===== src/rtl/trig_pkg.sv =====
// Shared definitions for the trigger sequencer: FSM state encoding and parameter defaults.
package trig_pkg;

    typedef enum logic [1:0] {
        ST_IDLE  = 2'd0,
        ST_ISSUE = 2'd1,
        ST_DEAD  = 2'd2
    } trig_state_e;

    localparam int unsigned TOKW_DEF    = 16;
    localparam int unsigned DTW_DEF     = 8;
    localparam int unsigned ACK_TMO_DEF = 255;

    function automatic int unsigned max_u(input int unsigned a, input int unsigned b);
        return (a > b) ? a : b;
    endfunction

endpackage


===== src/rtl/trig_sequencer_sat_counter.sv =====
// Saturating up-counter with synchronous clear; clear has priority over increment.
module sat_counter #(
    parameter int unsigned WIDTH = 16
) (
    input  logic             clk,
    input  logic             reset,
    input  logic             inc,
    input  logic             clr,
    output logic [WIDTH-1:0] count
);

    logic [WIDTH-1:0] cnt_q, cnt_d;

    always_comb begin
        cnt_d = cnt_q;
        if (clr)
            cnt_d = '0;
        else if (inc && (cnt_q != '1))
            cnt_d = cnt_q + 1'b1;
    end

    always_ff @(posedge clk) begin
        if (reset)
            cnt_q <= '0;
        else
            cnt_q <= cnt_d;
    end

    assign count = cnt_q;

endmodule


===== src/rtl/trig_sequencer.sv =====
// Trigger sequencer: qualifies sum-trigger pulses, tokens them and handshakes to readout.
// Optional TRIG_PRESCALE_EN adds a prescale input that issues one in every (prescale+1) qualified triggers.
module trig_sequencer
    import trig_pkg::*;
#(
    parameter int unsigned TOKW    = TOKW_DEF,
    parameter int unsigned DTW     = DTW_DEF,
    parameter int unsigned ACK_TMO = ACK_TMO_DEF
) (
    input  logic            clk,
    input  logic            reset,
    input  logic            trigin,
    input  logic            enable,
    input  logic [DTW-1:0]  deadtime,
    input  logic            token_clr,
    output logic            trig_req,
    input  logic            trig_ack,
    output logic [TOKW-1:0] token,
    output logic [TOKW-1:0] acc_cnt,
    output logic [TOKW-1:0] lost_cnt,
`ifdef TRIG_PRESCALE_EN
    input  logic [7:0]      prescale,
`endif
    output logic            tmo_flag
);

    // One counter serves as ack-wait up-counter in ISSUE and dead-time down-counter in DEAD.
    localparam int unsigned CW = max_u(DTW, $clog2(ACK_TMO + 1));
    localparam logic [CW-1:0] TMO_LAST = CW'(ACK_TMO - 1);

    trig_state_e     state_q, state_d;
    logic [CW-1:0]   cnt_q, cnt_d;
    logic            req_q, req_d;
    logic            tmo_q, tmo_d;
    logic [TOKW-1:0] tok_q, tok_d;
    logic            fire, lost_inc, ps_hit;

`ifdef TRIG_PRESCALE_EN
    logic [7:0] ps_q, ps_d;
    assign ps_hit = (ps_q == prescale);
`else
    assign ps_hit = 1'b1;
`endif

    always_comb begin
        state_d  = state_q;
        cnt_d    = cnt_q;
        req_d    = req_q;
        tmo_d    = tmo_q;
        tok_d    = tok_q;
        fire     = 1'b0;
        lost_inc = 1'b0;
`ifdef TRIG_PRESCALE_EN
        ps_d     = ps_q;
`endif
        unique case (state_q)
            ST_IDLE: begin
                if (trigin && enable) begin
`ifdef TRIG_PRESCALE_EN
                    ps_d = ps_hit ? 8'd0 : ps_q + 8'd1;
`endif
                    if (ps_hit) begin
                        fire    = 1'b1;
                        state_d = ST_ISSUE;
                        req_d   = 1'b1;
                        cnt_d   = '0;
                    end
                end else if (trigin) begin
                    lost_inc = 1'b1;
                end
            end
            ST_ISSUE: begin
                lost_inc = trigin;
                if (trig_ack || (cnt_q == TMO_LAST)) begin
                    tmo_d   = tmo_q | ~trig_ack;
                    req_d   = 1'b0;
                    state_d = ST_DEAD;
                    cnt_d   = CW'(deadtime);
                end else begin
                    cnt_d = cnt_q + 1'b1;
                end
            end
            ST_DEAD: begin
                lost_inc = trigin;
                if (cnt_q == '0)
                    state_d = ST_IDLE;
                else
                    cnt_d = cnt_q - 1'b1;
            end
            default: begin
                state_d = ST_IDLE;
                req_d   = 1'b0;
            end
        endcase

        if (token_clr) begin
            tok_d = '0;
            tmo_d = 1'b0;
`ifdef TRIG_PRESCALE_EN
            ps_d  = 8'd0;
`endif
        end else if (fire) begin
            tok_d = tok_q + 1'b1;
        end
    end

    always_ff @(posedge clk) begin
        if (reset) begin
            state_q <= ST_IDLE;
            cnt_q   <= '0;
            req_q   <= 1'b0;
            tmo_q   <= 1'b0;
            tok_q   <= '0;
`ifdef TRIG_PRESCALE_EN
            ps_q    <= 8'd0;
`endif
        end else begin
            state_q <= state_d;
            cnt_q   <= cnt_d;
            req_q   <= req_d;
            tmo_q   <= tmo_d;
            tok_q   <= tok_d;
`ifdef TRIG_PRESCALE_EN
            ps_q    <= ps_d;
`endif
        end
    end

    sat_counter #(.WIDTH(TOKW)) u_acc_cnt (
        .clk   (clk),
        .reset (reset),
        .inc   (fire),
        .clr   (token_clr),
        .count (acc_cnt)
    );

    sat_counter #(.WIDTH(TOKW)) u_lost_cnt (
        .clk   (clk),
        .reset (reset),
        .inc   (lost_inc),
        .clr   (token_clr),
        .count (lost_cnt)
    );

    assign trig_req = req_q;
    assign tmo_flag = tmo_q;
    assign token    = tok_q;

endmodule

===== config.mk =====
export PLATFORM = sky130hd
export DESIGN_NAME = trig_sequencer
export DESIGN_NICKNAME = d
export VERILOG_FILES = /design/src/rtl/trig_pkg.sv /design/src/rtl/trig_sequencer_sat_counter.sv /design/src/rtl/trig_sequencer.sv
export SDC_FILE = /design/constraint.sdc
export NUM_CORES = 1
export LEC_CHECK = 0
export ABC_AREA = 1
export BUFFER_PORTS_ARGS = -buffer_cell sky130_fd_sc_hd__buf_2
export CAP_MARGIN = 10
export CORE_MARGIN = 8
export CORE_UTILIZATION = 35
export CTS_BUF_LIST = sky130_fd_sc_hd__clkbuf_4 sky130_fd_sc_hd__clkbuf_8
export CTS_CLUSTER_SIZE = 40
export DETAILED_ROUTE_END_ITERATION = 12
export GPL_TIMING_DRIVEN = 1
export PLACE_DENSITY = 0.52
export SETUP_SLACK_MARGIN = 0.4
export SLEW_MARGIN = 20
export SYNTH_ARGS = -nofsm -noshare
export SYNTH_HDL_FRONTEND = slang
export SYNTH_SLANG_ARGS = --single-unit

===== constraint.sdc =====
create_clock -name clk -period 3.8 [get_ports clk]
set_input_delay 0.38 -clock clk [delete_from_list [all_inputs] [get_ports clk]]
set_output_delay 0.38 -clock clk [all_outputs]
set_load 0.01 [all_outputs]

# Word level (Yosys, flattened, before mapping)

Index checks and enable logic that the tools add are counted.

Bits of input ports: 14
Register bits: 60
Memory bits (writable): 0
Memory bits (read-only): 0
Memories: 0
Output and inout port bits: 50
Bits in latches: 0
Word-level logic and storage cells: 53

Divide/modulo/power cells: 0
Mux-type cells: 16
Shifts and indexed selects: 0
Bitwise operators: 3
Reduce and logical (&&, ||, !) cells: 13
Order comparisons: 0
Equality and inequality tests: 9
Multipliers: 0
Add/subtract/negate cells: 5

Operator list:

| kind                                                               | number |
|---|---|
| 16-bit by 1-bit adder with 16-bit output, second input constant    | 3 |
| 16-bit inequality test, second input constant                      | 2 |
| 8-bit two-way mux                                                  | 3 |
| 8-bit case mux with 3 select lines                                 | 1 |
| 3-bit AND reduction                                                | 3 |
| 8-bit by 1-bit adder with 8-bit output, second input constant      | 1 |
| 8-bit == test, second input constant                               | 1 |
| 8-bit zero test                                                    | 1 |
| 2-bit inequality test, second input constant                       | 4 |
| 8-bit by 1-bit subtractor with 8-bit output, second input constant | 1 |
| 1-bit two-way mux                                                  | 6 |
| 2-bit two-way mux                                                  | 3 |
| 2-bit case mux with 3 select lines                                 | 1 |
| 2-bit OR reduction                                                 | 2 |
| 1-bit logical AND                                                  | 3 |
| 1-bit case mux with 3 select lines                                 | 1 |
| 3-bit nonzero test                                                 | 1 |
| 2-bit by 1-bit == test with 1-bit output, second input constant    | 1 |
| 2-bit == test, second input constant                               | 1 |
| 2-bit zero test                                                    | 1 |
| 1-bit NOT                                                          | 2 |
| 1-bit case mux with 2 select lines                                 | 1 |
| 2-bit AND reduction                                                | 1 |
| 1-bit logical OR                                                   | 1 |
| 1-bit bitwise OR                                                   | 1 |

# Logic depth before layout (Yosys ltp)

Gate-level depths: netlist of the first run.

Depth after elaboration: 4
Depth in mapped cells: 11
Gate-level depth less buffers: 11

# Hierarchy

A second synthesis of the first run with hierarchy kept.

Cells, all modules: 605
Area, all modules: 3,920.0 µm²

By module, submodules not included:

| module         | seq. area each (µm²) | cells each | area each (µm²) | instances |
|---|---|---|---|---|
| sat_counter    | 320.3                | 156        | 1,004.7         | 2 |
| trig_sequencer | 560.5                | 293        | 1,910.6         | 1 |

# Worst setup path after synthesis of the first run

OpenSTA, ideal clock, no wires.

Path type: reg-to-reg
Start: register u_lost_cnt.cnt_q[0], in the netlist u_lost_cnt.count[0]
End: register u_lost_cnt.cnt_q[7], in the netlist u_lost_cnt.count[7]
Slack: 2.222 ns
Arrival: 1.446 ns
Period minus slack after synthesis: 1.578 ns
Stages on the path, launching flop included: 10
Buffers on the path: 1
Data required time: 3.668 ns
Setup time: 0.132 ns
Path through: dfxtp_1 -> ha_1 -> nand3_2 -> nor3_4 -> nand3_2 -> nand2_4 -> inv_4 -> buf_6 -> nand2_1 -> a21oi_2

Cells in the longest elaborated chain, start to end: 2
Elaborated cells on any way between the ends: 3
Classes of those cells: add/sub: 1; eq/ne: 1; reduce/logical: 1

RTL lines:

| what                                                                             | RTL line                         | source |
|---|---|---|
| start, declared                                                                  | trig_sequencer_sat_counter.sv:12 | `logic [WIDTH-1:0] cnt_q, cnt_d;` |
| start signal, assigned                                                           | trig_sequencer_sat_counter.sv:26 | `cnt_q <= cnt_d;` |
| branches (longest 2 deep; another with 16-bit by 1-bit adder with 16-bit output) | -                                |  |

Parallel ways; which one is timed is not known.
A chain may end at the register's enable or synchronous reset.

# Worst setup path after layout of the first run

Start: register u_acc_cnt.cnt_q[0], in the netlist u_acc_cnt.count[0]
End: register u_acc_cnt.cnt_q[11], in the netlist u_acc_cnt.count[11]

Cells in the longest elaborated chain, start to end: 2
Elaborated cells on any way between the ends: 3
Classes of those cells: add/sub: 1; eq/ne: 1; reduce/logical: 1

RTL lines:

| what                                                                             | RTL line |
|---|---|
| start, declared                                                                  | trig_sequencer_sat_counter.sv:12 |
| start signal, assigned                                                           | trig_sequencer_sat_counter.sv:26 |
| branches (longest 2 deep; another with 16-bit by 1-bit adder with 16-bit output) | - |

Parallel ways; which one is timed is not known.

==> summary.md, run 1 <==
| Metric | Value |
|---|---|
| Run status | finished, final reports clean |
| Hold buffers post-CTS | 0 |
| Largest net degree at the start of global routing | 27 |
| Avg Inst Size Synth | 6.57 um^2 |
| Min Tclk post-route | 1930 ps |
| Post-synthesis xor/xnor area fraction | 0.0367 |
| CTS tree | done |
| Count of port buffers added during placement | 63 |
| Largest family of logic cells by synthesized area | simple AND/OR/NAND/NOR gates |
| Fraction of layout cells with a size suffix above 1 | 0.174 |
| Worst Skew | 13.3 ps |
| Commonest cells after routing, fill and taps aside | nand2_1, inv_1, buf_2, nor2_1, dfxtp_1 |
| Worst path slowest cell | nor2_1 |
| H-tree Lvls | 3 |
| DP Area | 0.00399 mm^2 |
| First-pass GRT wire length | 15.4 mm |
| Critical path buffers and inverters | 0 |
| Cell Pwr Density | 426 mW/mm^2 |
| Die Height | 117 um |
| Avg Vias per Cell | 4.71 |
| Final Setup Violations | 0 |
| Max IR drop VDD | 186 uV |
| Fin crit share | 0.509 |
| Initial Utilization | 0.353 |
| Synth top area cells | dfxtp_1, nand2_1, nand3_1 |
| #FFs+latches synth | 60 |
| # rows | 37 |
| Comb pwr share | 0.270 |
| Clock power share | 0.341 |
| Max Clock Freq | 0.517 GHz |
| Mapped Nets | 569 |
| Setup crit start kind | flip-flop |
| CP Capture Type | flip-flop |
| Post-layout nets | 633 |
| Die area | 0.0137 mm^2 |
| Clk root buf | clkbuf_8 |
| Kind of critical path | flip-flop to flip-flop |
| Leading cell type in the layout, fill and taps excluded | nand2_1 |
| CTS Buf Count | 9 |
| Max_cap viols | 0 |
| Cell variety after synth | 32 |
| Vias in the first global route | 3,323 |
| Synth Instances | 545 |
| Critical path data arrival time | 2210 ps |
| Final ANT Viol Nets | 0 |
| Initial drt markers | 173 |
| Routed WL per cell | 12.4 um |
| Clk slew on worst S/H paths | 70 ps |
| Clk_lat worst skew | 340 ps |
| CP delay by family, top | simple AND/OR/NAND/NOR gates |
| Final hold vios | 0 |
| Compound-Gate Fraction of Synth Area | 0.109 |
| Net Sw Power | 0.638 mW |
| Seq pwr share | 0.389 |
| Setup TNS | 0 ps |
| Final estimated routing congestion in global placement | 0.823 |
| Drc violations | 0 |
| CORE AREA | 0.0101 mm^2 |
| CP required | 4080 ps |
| Yosys top cell by area | dfxtp_1 |
| Total gr overflow | 0 |
| WL final | 9.33 mm |
| Ys async rst share | 0 |
| Rel. slew slack | 0.423 |
| Sink Count | 60 |
| Critical Path Most Common Cell | nand2_1 |
| HPWL Detailed | 6.91 mm |
| RSZ-0062 raised after global routing | false |
| Hold Path Class | primary input to flip-flop |
| Internal | 1.15 mW |
| Final Cell Area | 0.00420 mm^2 |
| Yosys top cell area share | 0.335 |
| Via Count | 3,530 |
| Synth Area in Adders | 0.0349 |
| CP peak stage delay | 580 ps |
| Mux cell area share after synthesis | 0 |
| Worst Tran Pin Value | 865 ps |
| Final Max Slew Viols | 0 |
| Sw frac | 0.357 |
| Area Growth Syn to Fin | 17.2% |
| Post-CTS setup buffer count | 0 |
| Post-CTS sizing | 0 |
| Sequential fraction of the synthesis area | 0.335 |
| Inserted Diodes | 0 |
| DRT Pass-1 Iters | 4 |
| I/O Pins | 64 |
| Mapped cell area | 0.00358 mm^2 |
| CTS max path bufs | 2 |
| Crit path max fanout | 12 |
| Number of synthesized flops with an enable pin | 0 |
| Main flop type after synthesis | dfxtp_1 |
| Pleak | 1.78 nW |
| Antenna violations before repair | 0 |
| Syn. warnings | 0 |
| Simple-Gate Fraction of Synth Area | 0.387 |
| GRT Util Overall | 0.141 |
| CP Cell Sequence | ha_1, nand2_1, nor2_1, nand2_1, nor2_1, nor2_1, nand2_1, nand2_1, nand2_1, nor2_1 |
| DIE WIDTH | 117 um |
-- registers in the layout, indices dropped and copies added, names as in the netlist --
signal,cells
token,16
state_q,2
cnt_q,8
u_acc_cnt.count,16
u_lost_cnt.count,16
tmo_flag,1
trig_req,1
-- final timing paths --
kind                                    startpoint                  end  slack [ps]  depth (start not counted)
worst min register to register            tmo_flag             tmo_flag         450                          2
worst min-delay path                         reset             cnt_q[7]         370                          2
worst max register to register  u_acc_cnt.count[0]  u_acc_cnt.count[11]        1870                         10
worst max-delay path            u_acc_cnt.count[0]  u_acc_cnt.count[11]        1870                         10
-- area by class of cell --
type / instances / area, um^2
fillers: 1119 / 5940
multi-input cells: 404 / 2030
flip-flops and latches: 60 / 1200
repair buffers: 64 / 323
inverters: 70 / 265
well taps: 136 / 170
clock buffers: 12 / 159
clock inverters: 4 / 47.5
-- cells by family (layout without fill, tap and decap cells) --
kind of cell | after synthesis | count (layout)
simple gates | 305 | 305
buf+inv | 81 | 150
compound gates | 74 | 74
flops | 60 | 60
xor+xnor | 15 | 15
fa+ha+maj | 10 | 10
-- per-layer routing --
metal	part of all wire	track usage	wire length (um)	up-vias
met4	0.012	0.0486	114	0
met1	0.48	0.174	4450	1584
li1	-	-	-	1878
met5	0	0	0	-
met2	0.47	0.235	4380	59
met3	0.042	0.0334	389	9
-- power by group through the flow --
stage,registers [mW],logic (mW),clock network (mW)
floorplan,0.702,0.392,0
global placement,0.708,0.477,0
detailed placement,0.710,0.484,0
CTS,0.695,0.486,0.628
global route,0.701,0.544,0.654
finish,0.695,0.483,0.611
-- synthesized netlist by cell type, types with 2 or more instances --
master and number:
a21oi_1 40, nor3_4 3, xor2_1 13, o21bai_1 2, nor3_1 19, nand3_2 3
buf_6 4, clkbuf_1 6, o21ai_0 27, dfxtp_1 60, nand2_2 4, nand4_1 6
nor2_1 60, xnor2_1 2, nand3b_1 2, nand3_1 52, ha_1 10, nor2_2 7
a21oi_2 2, nand2_1 143, inv_1 69
-- worst reg2reg max path, stage by stage, from the launching register on --
cell	delay [ps]
dfxtp_1	330
ha_1	240
nand2_1	90
nor2_1	70
nand2_1	110
nor2_1	60
nor2_1	580
nand2_1	170
nand2_1	90
nand2_1	50
nor2_1	90
-- through the flow --
step	std cells	setup slack (ps)	hold slack, ps	power, mW	utilization
floorplan	545	2220	474	1.09	-
global placement	734	1920	438	1.19	0.394
detailed placement	734	1870	450	1.19	0.394
CTS	750	1850	357	1.81	0.414
global route	750	1600	377	1.90	0.414
finish	750	1870	371	1.79	0.414
(Power assumes the default switching activity.)
==> run 2, diff against run 1 <==
PLACE_DENSITY = 0.54   (was 0.52)
clock period = 1.65 ns   (was 3.8 ns; I/O delays follow)
==> summary.md, run 2 (synthesis results as in run 1) <==
| Metric | Value |
|---|---|
| Run status | finished, final reports clean |
| Min Tclk post-route | 1600 ps (-335 ps) |
| Hold buffers post-CTS | 0 (unchanged) |
| Setup crit start kind | flip-flop |
| Max Clock Freq | 0.626 GHz (+21%) |
| Drc violations | 0 (unchanged) |
| Clock power share | 0.270 (-0.071) |
| Commonest cells after routing, fill and taps aside | nand2_1, buf_2, buf_4, inv_1, nor2_1 |
| Total chip power | 5.13 mW (+190%) |
| Clk_lat worst skew | 350 ps (about the same) |
| Inserted Diodes | 0 (unchanged) |
| Sink Count | 60 (unchanged) |
| CTS Buf Count | 9 (unchanged) |
| Crit path max fanout | 7 (-5) |
| Finished Layout Cells | 844 (+13%) |
| Final estimated routing congestion in global placement | 0.822 (-0.11%) |
| Final hold vios | 0 (unchanged) |
| Area Growth Syn to Fin | 66.0% |
| Max IR drop VDD | 477 uV (+160%) |
| Final Cell Area | 0.00595 mm^2 (+42%) |
| CP Capture Type | flip-flop |
| Leading cell type in the layout, fill and taps excluded | nand2_1 |
| GRT Util Overall | 0.167 (+0.0256) |
| Antenna violations before repair | 0 (unchanged) |
| Net Sw Power | 1.96 mW (+210%) |
| H-tree Lvls | 3 (unchanged) |
| Cell Pwr Density | 863 mW/mm^2 (+100%) |
| Avg Vias per Cell | 4.79 (+1.8%) |
| Fraction of layout cells with a size suffix above 1 | 0.518 (+0.344) |
| Pre-CTS setup slack | -311 ps (-2190 ps) |
| CORE AREA | 0.0101 mm^2 (unchanged) |
| First-pass GRT wire length | 18.0 mm (+17%) |
| Post-layout nets | 728 (+15%) |
| CP required | 1890 ps (-2190 ps) |
| Critical path data arrival time | 1840 ps (-370 ps) |
| DIE WIDTH | 117 um (unchanged) |
| Count of port buffers added during placement | 63 (unchanged) |
| Layout Utilization | 0.587 (+0.173) |
| Pleak | 2.64 nW (+49%) |
| Clk slew on worst S/H paths | 70 ps (about the same) |
| Via Count | 4,043 (+15%) |
| Fin crit share | 0.968 (+0.459) |
| Hold slack final | 162 ps (-209 ps) |
| Largest net degree at the start of global routing | 23 (-15%) |
| I/O Pins | 64 (unchanged) |
| Initial Utilization | 0.353 (unchanged) |
| WL final | 11.4 mm (+23%) |
| Initial drt markers | 170 (-1.7%) |
| Worst Tran Pin Value | 310 ps (-555 ps) |
| Die area | 0.0137 mm^2 (unchanged) |
| Launch point of the worst reg-to-reg path | u_lost_cnt.count[1] |
| Setup TNS | 0 ps (unchanged) |
| DRT Pass-1 Iters | 4 (unchanged) |
| HPWL Detailed | 7.67 mm (+11%) |
| Placed insts | 786 (+7.1%) |
| Clk root buf | clkbuf_8 |
| Final Setup Violations | 0 (unchanged) |
| Max_cap viols | 0 (unchanged) |
| Seq pwr share | 0.315 (-0.074) |
| Comb pwr share | 0.416 (+0.146) |
| Die Height | 117 um (unchanged) |
| Rel. slew slack | 0.792 (+0.369) |
| Filler cell count | 943 (-16%) |
| DP Area | 0.00463 mm^2 (+16%) |
| Worst hold path startpoint | reset |
| Final Max Slew Viols | 0 (unchanged) |
| Hold Path Class | primary input to flip-flop |
| Kind of critical path | flip-flop to flip-flop |
| Worst Skew | 8.93 ps (-4.35 ps) |
| Sw frac | 0.381 (+0.0246) |
| CTS max path bufs | 2 (unchanged) |
| Internal | 3.18 mW (+180%) |
| Routed WL per cell | 13.5 um (+8.9%) |
| Final ANT Viol Nets | 0 (unchanged) |
| RSZ-0062 raised after global routing | true |
| Fin worst setup slack | 52.8 ps (-1810 ps) |
| Total gr overflow | 0 (unchanged) |
| Vias in the first global route | 3,902 (+17%) |
| CTS tree | done |
| # rows | 37 (unchanged) |
| CP startpoint | u_lost_cnt.count[1] |
run 2: area by class of cell:
cell class                 instances  area (um^2)  area share
clock buffer                      11          145      0.0244
sequential                        60         1250       0.211
tap                              136          170      0.0286
multi-input combinational        406         2850       0.480
timing repair buffer             156         1160       0.196
timing repair inverter             1         16.3     0.00273
clock inverter                     4         48.8     0.00820
inverter                          70          295      0.0496
run 2: final timing paths:
| path | end | slack, ps | cells past startpoint |
|---|---|---|---|
| hold reg to reg | tmo_flag | 460 | 2 |
| hold / removal | cnt_q[3] | 160 | 2 |
| setup reg to reg | u_lost_cnt.count[0] | 50 | 8 |
| setup / recovery | u_lost_cnt.count[0] | 50 | 8 |
run 2: power by group through the flow:
stage | Sequential (mW) | Combinational [mW] | Clock, mW
after floorplan | 1.63 | 1.04 | 0
after global routing | 1.62 | 2.31 | 1.47
final | 1.61 | 2.13 | 1.38
after CTS | 1.61 | 1.78 | 1.41
after detailed placement | 1.64 | 1.42 | 0
after global placement | 1.64 | 1.41 | 0
run 2: metal layers:
metal | GRT usage | routed length (um) | part of all wire
met4 | 0.0717 | 189 | 0.017
met2 | 0.288 | 5680 | 0.50
met3 | 0.0380 | 457 | 0.040
met1 | 0.194 | 5110 | 0.45
met5 | 0 | 0 | 0
run 2: critical path: stages (launching register included):
cell and delay (ps):
dfxtp_4 370, ha_4 160, nand3_4 90, nor3_4 270
nand3_4 160, nand2_8 170, clkinv_8 100, o21ai_2 120
a21oi_1 50
run 2: what timing repair did:
action                     in CTS  in global routing
setup buffers                  20                 19
setup endpoints to repair      59                 60
resized for setup             115                106
pin swaps                      52                 54
cloned                          4                  0
